`config.mk`:
```
export PLATFORM = sky130hd
export DESIGN_NAME = ifetcher_issue
export DESIGN_NICKNAME = d
export VERILOG_FILES = /design/src/rtl/ifetcher_pkg.sv /design/src/rtl/ifetcher_slotmux.sv /design/src/rtl/ifetcher_issue.sv
export SDC_FILE = /design/constraint.sdc
export NUM_CORES = 1
export LEC_CHECK = 0
export ABC_AREA = 1
export CAP_MARGIN = 0
export CORE_AREA = 2 2 124 126
export CTS_BUF_LIST = sky130_fd_sc_hd__clkbuf_16
export CTS_CLUSTER_DIAMETER = 40
export CTS_CLUSTER_SIZE = 30
export DETAILED_ROUTE_END_ITERATION = 7
export DIE_AREA = 0 0 126 128
export PLACE_DENSITY_LB_ADDON = 0.08
export SETUP_SLACK_MARGIN = 0.3
export SLEW_MARGIN = 30
export SYNTH_ARGS = -nofsm -noshare
export SYNTH_HDL_FRONTEND = slang
export SYNTH_SLANG_ARGS = --single-unit
```
`constraint.sdc`:
```
create_clock -name iClk -period 4.6 [get_ports iClk]
set_input_delay 0.92 -clock iClk [delete_from_list [all_inputs] [get_ports iClk]]
set_output_delay 0.92 -clock iClk [all_outputs]
set_load 0.005 [all_outputs]
```
`src/rtl/ifetcher_pkg.sv`:
```
// Shared definitions for the instruction fetcher stages: packet geometry,
// slot/offset widths and the issue FSM state encoding.
package ifetcher_pkg;

  localparam int IFETCHER_SLOTS = 4;
  localparam int SLOT_W         = 2;
  localparam int BYTE_OFF_W     = 2;

  typedef enum logic {
    ST_EMPTY = 1'b0,
    ST_VALID = 1'b1
  } issue_state_e;

  function automatic int pkt_width(input int iw);
    return iw * IFETCHER_SLOTS;
  endfunction

endpackage

```
`src/rtl/ifetcher_slotmux.sv`:
```
// Combinational 4:1 slot selector: picks the slot-th instruction out of a
// fetch packet (slot 0 in the least significant IW bits).
module ifetcher_slotmux
  import ifetcher_pkg::*;
#(
  parameter int IW = 32
) (
  input  logic [IW*IFETCHER_SLOTS-1:0] pkt,
  input  logic [SLOT_W-1:0]            slot,
  output logic [IW-1:0]                inst
);

  logic [IW-1:0] lane [IFETCHER_SLOTS];

  generate
    for (genvar gi = 0; gi < IFETCHER_SLOTS; gi++) begin : g_lane
      assign lane[gi] = pkt[IW*gi +: IW];
    end
  endgenerate

  assign inst = lane[slot];

endmodule

```
`src/rtl/ifetcher_issue.sv`:
```
// Fetch issue stage: pops 4-instruction packets from the receive buffer and
// issues them one per cycle with PCs. Optional perf counters: IFETCHER_ISSUE_PERF_EN.
module ifetcher_issue
  import ifetcher_pkg::*;
#(
  parameter int IW = 32,
  parameter int AW = 32
) (
  input  logic                     iClk,
  input  logic                     iResetn,
  input  logic                     iClear,
  input  logic [AW-1:0]            iClearPC,
  input  logic [pkt_width(IW)-1:0] iRD,
  input  logic                     iEmpty,
  output logic                     oRE,
  output logic [IW-1:0]            oInst,
  output logic [AW-1:0]            oPC,
  output logic                     oValid,
  input  logic                     iReady
`ifdef IFETCHER_ISSUE_PERF_EN
  ,
  output logic [31:0]              oIssueCnt,
  output logic [31:0]              oStarveCnt
`endif
);

  localparam int BASE_W = AW - SLOT_W - BYTE_OFF_W;

  issue_state_e             state_reg, state_next;
  logic [pkt_width(IW)-1:0] hpkt_reg, hpkt_next;
  logic [SLOT_W-1:0]        slot_reg, slot_next;
  logic [SLOT_W-1:0]        sslot_reg, sslot_next;
  logic [BASE_W-1:0]        pbase_reg, pbase_next;

  logic xfer;
  logic last;
  logic re;
  logic unused_clear_pc_bits;

  assign unused_clear_pc_bits = ^iClearPC[BYTE_OFF_W-1:0];

  assign oValid = (state_reg == ST_VALID);
  assign xfer   = oValid & iReady;
  assign last   = xfer & (slot_reg == SLOT_W'(IFETCHER_SLOTS - 1));
  assign re     = iResetn & ~iClear & ~iEmpty & ((state_reg == ST_EMPTY) | last);
  assign oRE    = re;
  assign oPC    = {pbase_reg, slot_reg, {BYTE_OFF_W{1'b0}}};

  ifetcher_slotmux #(
    .IW(IW)
  ) u_slotmux (
    .pkt  (hpkt_reg),
    .slot (slot_reg),
    .inst (oInst)
  );

  always_ff @(posedge iClk) begin
    if (!iResetn) begin
      state_reg <= ST_EMPTY;
      hpkt_reg  <= '0;
      slot_reg  <= '0;
      sslot_reg <= '0;
      pbase_reg <= '0;
    end else begin
      state_reg <= state_next;
      hpkt_reg  <= hpkt_next;
      slot_reg  <= slot_next;
      sslot_reg <= sslot_next;
      pbase_reg <= pbase_next;
    end
  end

  always_comb begin
    state_next = state_reg;
    hpkt_next  = hpkt_reg;
    slot_next  = slot_reg;
    sslot_next = sslot_reg;
    pbase_next = pbase_reg;
    if (iClear) begin
      // Redirect drops the held packet; the first packet after it starts mid-way.
      state_next = ST_EMPTY;
      pbase_next = iClearPC[AW-1:SLOT_W+BYTE_OFF_W];
      sslot_next = iClearPC[SLOT_W+BYTE_OFF_W-1:BYTE_OFF_W];
    end else begin
      case (state_reg)
        ST_EMPTY: begin
          if (re) begin
            hpkt_next  = iRD;
            slot_next  = sslot_reg;
            sslot_next = '0;
            state_next = ST_VALID;
          end
        end
        ST_VALID: begin
          if (last) begin
            pbase_next = pbase_reg + BASE_W'(1);
            if (re) begin
              hpkt_next = iRD;
              slot_next = '0;
            end else begin
              state_next = ST_EMPTY;
            end
          end else if (xfer) begin
            slot_next = slot_reg + SLOT_W'(1);
          end
        end
        default: state_next = ST_EMPTY;
      endcase
    end
  end

`ifdef IFETCHER_ISSUE_PERF_EN
  logic [31:0] issue_cnt_reg;
  logic [31:0] starve_cnt_reg;

  // Counters survive redirects; only reset clears them.
  always_ff @(posedge iClk) begin
    if (!iResetn) begin
      issue_cnt_reg  <= '0;
      starve_cnt_reg <= '0;
    end else begin
      if (xfer) begin
        issue_cnt_reg <= issue_cnt_reg + 32'd1;
      end
      if ((state_reg == ST_EMPTY) && !iClear) begin
        starve_cnt_reg <= starve_cnt_reg + 32'd1;
      end
    end
  end

  assign oIssueCnt  = issue_cnt_reg;
  assign oStarveCnt = starve_cnt_reg;
`endif

endmodule

```
* Yosys cells after proc, flatten, opt, wreduce, memory -nomap -nowiden
Cells that the tools add are included.
Storage, ports and cells: register bits after elaboration 161, output and inout bits 66, logic and storage cells 52, input port bits 165
Operators by class: $add $sub $neg 2, bitwise gates (word level) 11, magnitude comparators 1, equality and inequality tests 6, reductions and logical operators 8, mux-type cells 19
Operator list (number):
- 128-bit two-way mux | 2
- 128-bit one-hot mux with 2 select lines | 1
- 28-bit two-way mux | 3
- 32-bit binary-select mux with 2-bit select | 1
- 32-bit two-way mux | 2
- 28-bit by 1-bit adder with 28-bit output, second input constant | 1
- 2-bit two-way mux | 6
- 2-bit AND reduction | 3
- 2-bit nonzero test | 3
- 1-bit AND | 5
- 2-bit != test, second input constant | 2
- 1-bit NOT | 4
- 2-bit one-hot mux with 2 select lines | 1
- 4-bit AND reduction | 1
- 3-bit greater-or-equal comparator, second input constant | 1
- 3-bit by 1-bit != test with 1-bit output, second input constant | 1
- 3-bit != test, second input constant | 1
- 2-bit NOT with 3-bit output | 1
- 2-bit by 1-bit adder with 2-bit output, second input constant | 1
- 2-bit equality test, second input constant | 1
- 1-bit two-way mux | 2
- 2-bit by 1-bit != test with 1-bit output, second input constant | 1
- 1-bit one-hot mux with 2 select lines | 1
- 2-bit OR reduction | 1
- 1-bit bitwise OR | 1

* Longest topological paths before layout
Gate-level depths: netlist of the first run.
depth in word-level cells 7, mapped depth 10, gate-level depth less buffers 10

* Cells and area by module
Synthesis of the first run repeated with hierarchy kept, for this count alone.
Unflattened totals: cells, all modules 1298, area total of the unflattened synthesis 8186.6 µm²
By module, submodules not included:
- ifetcher_issue | times used 1, area an instance 6623.9 µm², cells an instance 924, sequential area each 3223.1 µm²
- ifetcher_slotmux | times used 1, area an instance 1562.7 µm², cells an instance 374, sequential area each 0.0 µm²

* Worst setup path after synthesis of the first run
OpenSTA, ideal clock, no wires.
path kind input port to output port, start point input iClear, end point output oRE, path buffers 2, data required time 3.680 ns, stages 6, path slack 1.843 ns, arrival 1.837 ns, path through inv_2 -> nand2_2 -> or2_1 -> nor2_8 -> buf_4 -> buf_4
Between the ends: cells in the longest elaborated chain, start to end 4
Ends and longest elaborated chain:
- start, declared | RTL line ifetcher_issue.sv:11 | input logic iClear,
- 1-bit NOT (no source line)
- 1-bit AND (3 in series) | RTL line ifetcher_issue.sv:45 | assign re = iResetn & ~iClear & ~iEmpty & ((state_reg == ST_EMPTY) | last);
- end, declared | RTL line ifetcher_issue.sv:15 | output logic oRE,
No other way between the ends.

* Worst setup path after layout of the first run
start point register slot_reg[1], end point output oRE
Between the ends: cells in the longest elaborated chain, start to end 4
Ends and longest elaborated chain:
- start, declared | RTL line ifetcher_issue.sv:31 | logic [SLOT_W-1:0] slot_reg, slot_next;
- start signal, assigned | RTL line ifetcher_issue.sv:67 | slot_reg <= slot_next;
- 2-bit equality test | RTL line ifetcher_issue.sv:44 | assign last = xfer & (slot_reg == SLOT_W'(IFETCHER_SLOTS - 1));
- 1-bit AND | RTL line ifetcher_issue.sv:44
- 1-bit bitwise OR | RTL line ifetcher_issue.sv:45
- 1-bit AND | RTL line ifetcher_issue.sv:45
No other way between the ends.

==> flow_summary.toml, run 1 <==
[global_routing]
grt_antenna_before_repair = 1
grt.total_usage_pct = 25.1
grt_start_max_net_pins = 259
grt_first_pass_wirelength_mm = 32.9
first_global_vias = 6709
grt_overflow_total = 0

[floorplan]
die-area_mm2 = 0.0161
fp.dieW_um = 126
floorplan.die.height_um = 128
start_util_pct = 49.9
design.portCount = 231
placementRows = 45
core_area_mm2 = 0.0149

[setup_path]
rr_worst_depth = 10
worst_setup_path_end_kind = "primary output"
cp_cell_sequence = "ha_1 -> inv_1 -> nor2_4 -> nor2_2 -> nor2_8 -> clkdlybuf4s50_1"
worst_ep_arrival_time_ns = 2.70
rrSetupSlack_ns = 1.28
timing.critical_path.max_delay_family = "flip-flops"
critical_path_class = "reg2out"
worstSetupStartpointType = "flop"
crit_path_top_delay_cell = "dfxtp_1"
worst_r2r_endpoint = "slot_reg[0]"
cp_data_required_time_ns = 3.68
cpPeakStageDelay_ns = 0.85
timing.critical_path.buf_inv = 2
rr_startpoint = "slot_reg[1]"
worst-path-max-fanout = 20

[sta]
setup_total_negative_slack_ns = 0
fmax_mhz = 276
timing.slew.headroom_pct = 33.5
rsz0062_at_grt = "no"
finalHoldViolCount = 0
min_period_over_period_pct = 78.7
period_minus_slack_ns = 3.62
setup_viol_count_final = 0
clock-skew-final_ns = 0.00994
worst-slew-pin-transition_ns = 0.998
timing_max_transition_violations_final = 0

[final_layout]
nets = 1433
largest_register_ffs = 128
layout-area-overhead-vs-synth_pct = 36.9
final-instance-count-excl-fill = 1467
fill_count = 1376
layout-drive-gt1-share_pct = 3.52

[clock_tree]
clkLatencyLatePin_ns = 0.42
cts_buffers = 17
cts_tree = "yes"
total_clock_sinks = 161
clkSlewWorstSetupHoldPaths_ns = 0.06
cts_hold_buf = 0
cts_max_path_buffers = 2
post_cts.resized_instances = 0
htree_levels = 4
postcts_setup_bufs = 0
cell_at_the_root_of_the_clock_tree = "clkbuf_16"

[placed_design]
place.detailed.instances = 1435
place_congestion = 0.908
place.port_buffers = 226
dp_hpwl_mm = 13.2

[hold_path]
holdPathStages = 2
timing.hold.worst.start = "hpkt_reg[93]"
min_delay_worst_endpoint = "hpkt_reg[93]"
hold_path.class = "reg2reg"

[pwr]
power.share.sequential_pct = 44.7
power_switching_uw = 831
max-vdd-ir-drop_mv = 0.278
power.leakage_nw = 3.85
power.share.clock_pct = 40.8
power.switching_fraction_pct = 24.3
powerDensity_mw_per_mm2 = 338
internal_power_mw = 2.60
comb_power_share_pct = 14.5

[logic_synthesis]
yosys_warnings = 0
synthCells = 1086
synth_area_mm2 = 0.00742
synthDistinctLibCells = 39
postSynthAreaPerCell_um2 = 6.83
postSynthRegisterBits = 161
synth_seq_area_share_pct = 43.5

[routing]
avgViaCountPerCell = 5.16
drt-wirelength-per-cell_um = 14.0
dr_total_vias = 7575
dr_wl_met3_mm = 1.50
antenna_violating_nets_post_route = 0
dr.first_iter.drc_count = 677
detailroute.wirelength.met2_mm = 9.69
drt_drc_violations_left = 0
top_layer = "met4"
drtPass1Iterations = 5
wirelength_met1_mm = 8.93
detail_route.wirelength_mm = 20.6

[flow_run]
maxCapViolCount = 0

[status]
status = "finished clean"
==> final cells by class <==
class                      count  area [um^2]  share of cell area [%]
timing repair buffer         233         2320                    22.9
sequential                   161         3220                    31.8
multi-input combinational    808         3620                    35.7
tap                          188          235                    2.32
clock inverter                14          148                    1.45
antenna                        1         2.50                  0.0246
clock buffer                  17          425                    4.19
inverter                      45          171                    1.69
==> cell usage in the layout (no fill, tap or decap), types with 5 or more instances in the layout <==
| cell type | netlist | routed |
|---|---|---|
| nand3_1 | 33 | 33 |
| buf_4 | 5 | 7 |
| nor3_1 | 6 | 6 |
| o21ai_0 | 178 | 178 |
| a21oi_1 | 16 | 16 |
| nor2_1 | 98 | 98 |
| dfxtp_1 | 161 | 160 |
| nand2_1 | 370 | 370 |
| clkdlybuf4s50_1 | 0 | 225 |
| clkbuf_16 | 0 | 17 |
| a31oi_1 | 5 | 5 |
| xor2_1 | 6 | 6 |
| inv_1 | 44 | 44 |
| o21ai_1 | 33 | 33 |
| o22ai_1 | 32 | 32 |
==> worst max-delay path by stage <==
stage,startpoint,endpoint,slack (ns),cells past startpoint
global route,slot_reg[1],oRE,0.90,6
detailed placement,iClear,oRE,1.06,6
global placement,iClear,oRE,1.07,6
finish,slot_reg[1],oRE,0.98,6
CTS,slot_reg[1],oRE,0.97,6
floorplan,iClear,oRE,1.84,6
==> layer usage <==
| layer | vias up | global-route usage (%) |
|---|---|---|
| met4 | 0 | 9.44 |
| met5 | - | 0 |
| met2 | 249 | 39.9 |
| met1 | 3384 | 32.0 |
| li1 | 3905 | - |
| met3 | 37 | 7.93 |
==> worst reg2reg max path: stages, from the launching register on <==
cell and delay, ns:
dfxtp_1 0.85, ha_1 0.30, inv_1 0.07, nor2_4 0.24, nor2_2 0.12, nor2_8 0.14, buf_12 0.58, nand2_1 0.55
a21oi_2 0.24, nor2_1 0.06, nor2_1 0.10
==> per-stage QoR <==
step | utilization (%) | hold WS (ns) | power [mW] | area (um^2) | setup WS (ns)
finish | 68.3 | 0.460 | 3.43 | 10200 | 0.981
floorplan | - | 0.436 | 1.77 | 7420 | 1.84
global placement | 64.4 | 0.446 | 2.05 | 9580 | 1.07
detailed placement | 64.4 | 0.449 | 2.05 | 9580 | 1.06
CTS | 68.3 | 0.460 | 3.44 | 10200 | 0.973
global route | 68.3 | 0.475 | 3.57 | 10200 | 0.895
==> power by group through the flow <==
stage / combinational (mW) / clock [mW] / sequential [mW]
after floorplan: 0.223 / 0 / 1.55
after global placement: 0.492 / 0 / 1.56
after detailed placement: 0.495 / 0 / 1.56
after CTS: 0.500 / 1.41 / 1.53
after global routing: 0.547 / 1.48 / 1.54
final: 0.497 / 1.40 / 1.53
==> synthesized netlist by cell type <==
library cell | instances | area (um^2)
a21oi_1 | 16 | 80.1
a21oi_2 | 1 | 8.76
a22o_1 | 3 | 26.3
a22oi_1 | 1 | 7.51
a31oi_1 | 5 | 31.3
and2_1 | 1 | 6.26
and3_1 | 1 | 6.26
buf_1 | 1 | 3.75
buf_2 | 11 | 55.1
buf_4 | 5 | 37.5
buf_6 | 13 | 146
clkbuf_1 | 42 | 158
clkbuf_2 | 1 | 5.00
conb_1 | 1 | 3.75
dfxtp_1 | 161 | 3220
ha_1 | 2 | 25.0
inv_1 | 44 | 165
inv_2 | 1 | 3.75
mux2i_1 | 1 | 10.0
nand2_1 | 370 | 1390
nand2_2 | 2 | 12.5
nand3_1 | 33 | 165
nand3b_1 | 3 | 22.5
nand4_1 | 3 | 18.8
nor2_1 | 98 | 368
nor2_2 | 1 | 6.26
nor2_4 | 1 | 11.3
nor2_8 | 1 | 20.0
nor3_1 | 6 | 30.0
o21ai_0 | 178 | 891
o21ai_1 | 33 | 165
o21bai_1 | 2 | 15.0
o221ai_1 | 1 | 8.76
o22ai_1 | 32 | 200
o31ai_1 | 1 | 7.51
or2_1 | 1 | 6.26
or2_2 | 1 | 6.26
xnor2_1 | 2 | 17.5
xor2_1 | 6 | 52.6
==> logic make-up after synthesis <==
logic type,after synthesis,share of synthesized area [%]
xor+xnor,8,0.945
flops,161,43.5
compound gates,273,19.4
buf+inv,118,7.74
fa+ha+maj,2,0.337
simple gates,522,27.9
mux,1,0.135
other cells,1,0.0506
(Power assumes the default switching activity.)
==> run 2, diff against run 1 <==
CORE_AREA = 2 2 129 131   (was 2 2 124 126)
DIE_AREA = 0 0 131 133   (was 0 0 126 128)
clock period = 3.7 ns   (was 4.6 ns; I/O delays follow)
==> run 2 against run 1 <==
Net effect:
- sequential share of layout area shrank 0.18 points
- sequential power increased by 24%
- non-clock buffer count grew 6
- combinational power rose by 25%
- count of clock-buffer cells in the layout did not move
==> flow_summary.toml, run 2 (same netlist as run 1, synthesis figures left out) <==
[status]
status = "finished clean"

[setup_path]
worst_ep_arrival_time_ns = 2.46
worstSetupStartpointType = "input port"
worst_setup_path_end_kind = "primary output"
cp_data_required_time_ns = 2.96
rrSetupSlack_ns = 0.99
rr_startpoint = "slot_reg[1]"
cp_cell_sequence = "clkdlybuf4s50_1 -> inv_2 -> nand2_2 -> or2_1 -> nor2_8 -> clkdlybuf4s50_1"
worst-path-max-fanout = 9
rr_worst_depth = 12
cp_common_cell = "clkdlybuf4s50_1"
critical_path_class = "in2out"
crit_path_top_delay_cell = "clkdlybuf4s50_1"
cpPeakStageDelay_ns = 0.55
worst_r2r_endpoint = "slot_reg[1]"

[final_layout]
layout-drive-gt1-share_pct = 3.82
layout_commonest_cell = "nand2_1"
diodes = 0
commonest_cells_after_routing_fill_and_taps_aside = "370 x nand2_1, 225 x clkdlybuf4s50_1, 178 x o21ai_0"
nets = 1439
largest_register_ffs = 128
finalCoreUtilization_pct = 63.1
layout-area-overhead-vs-synth_pct = 37.7

[sta]
finalHoldViolCount = 0
timing_max_transition_violations_final = 0
rsz0062_at_grt = "no"
min_period_over_period_pct = 86.4
clock-skew-final_ns = 0.0115
setup_viol_count_final = 0
setup_slack_ns = 0.502
timing.slew.headroom_pct = 35.9
period_minus_slack_ns = 3.20
worst-slew-pin-transition_ns = 0.961
fmax_mhz = 313
setup_total_negative_slack_ns = 0

[flow_run]
maxCapViolCount = 0

[routing]
drt_drc_violations_left = 0
dr.first_iter.drc_count = 452
dr_total_vias = 7509
drtPass1Iterations = 5
antenna_violating_nets_post_route = 0
avgViaCountPerCell = 4.99
detail_route.wirelength_mm = 20.5
drt-wirelength-per-cell_um = 13.6

[placed_design]
place_congestion = 0.866
dp_hpwl_mm = 13.5
place.port_buffers = 226
post_place_setup_slack_ns = 0.382

[hold_path]
min_delay_worst_endpoint = "hpkt_reg[84]"
hold_path.class = "reg2reg"
timing.hold.worst.start = "hpkt_reg[84]"
holdPathStages = 2

[clock_tree]
post_cts.resized_instances = 0
htree_levels = 4
postcts_setup_bufs = 0
clkSlewWorstSetupHoldPaths_ns = 0.06
clkLatencyLatePin_ns = 0.42
cts_buffers = 17
cts_tree = "yes"
cts_max_path_buffers = 2
cts_hold_buf = 0
cell_at_the_root_of_the_clock_tree = "clkbuf_16"
total_clock_sinks = 161

[floorplan]
start_util_pct = 45.9
design.portCount = 231
core_area_mm2 = 0.0162
fp.dieW_um = 131
floorplan.die.height_um = 133
die-area_mm2 = 0.0174
placementRows = 47

[pwr]
power.switching_fraction_pct = 24.6
internal_power_mw = 3.16
power.share.sequential_pct = 45.4
power_switching_mw = 1.03
power.share.clock_pct = 39.8
post-layout-total-power_mw = 4.19
powerDensity_mw_per_mm2 = 410
max-vdd-ir-drop_mv = 0.325
power.leakage_nw = 3.87
comb_power_share_pct = 14.8

[global_routing]
first_global_vias = 6838
grt_start_max_net_pins = 259
grt.total_usage_pct = 23.4
grt_antenna_before_repair = 0
grt_first_pass_wirelength_mm = 32.7
grt_overflow_total = 0
[run 2: worst max path at each step]
stage | from | cells past startpoint | endpoint | slack, ns
after global routing | iClear | 6 | oRE | 0.44
after global placement | iClear | 11 | slot_reg[1] | 0.41
after CTS | iClear | 6 | oRE | 0.50
after detailed placement | iClear | 11 | slot_reg[1] | 0.38
final | iClear | 6 | oRE | 0.50
after floorplan | iClear | 6 | oRE | 1.30
[run 2: power groups by stage]
| stage | combinational, mW | sequential, mW | clock (mW) |
|---|---|---|---|
| after global routing | 0.690 | 1.91 | 1.76 |
| final | 0.620 | 1.90 | 1.67 |
| after global placement | 0.618 | 1.94 | 0 |
| after detailed placement | 0.621 | 1.94 | 0 |
| after CTS | 0.625 | 1.90 | 1.70 |
| after floorplan | 0.277 | 1.92 | 0 |
[run 2: final cells by class]
type | count | area (um^2)
clock buffers | 17 | 425
fillers | 1524 | 5960
clock inverters | 14 | 125
well taps | 220 | 275
flip-flops and latches | 161 | 3220
repair buffers | 239 | 2370
inverters | 45 | 169
multi-input cells | 808 | 3620
[run 2: per-stage QoR]
stage,hold WS (ns),instances,area [um^2]
3_5_place_dp,0.448,1473,9660
6_report,0.457,1504,10200
5_1_grt,0.472,1504,10200
2_1_floorplan,0.436,1087,7420
3_3_place_gp,0.447,1473,9660
4_1_cts,0.459,1504,10200
[run 2: per-layer routing]
metal	global-route usage (%)	part of all wire (%)	up-vias
li1	-	-	3917
met1	30.2	46	3386
met2	38.3	46	186
met3	6.71	6.1	20
met4	6.32	1.3	0
met5	0	0	-
[run 2: worst max-delay path, delay by kind of cell]
kind	cells	cell delay [ns]
simple gates	3	0.60
buf+inv	3	1.11
==> run 3, diff against run 2 <==
SLEW_MARGIN = 25   (was 30)
==> results of run 3 <==
The final DEF is identical to that of run 2; final timing and power are the same.
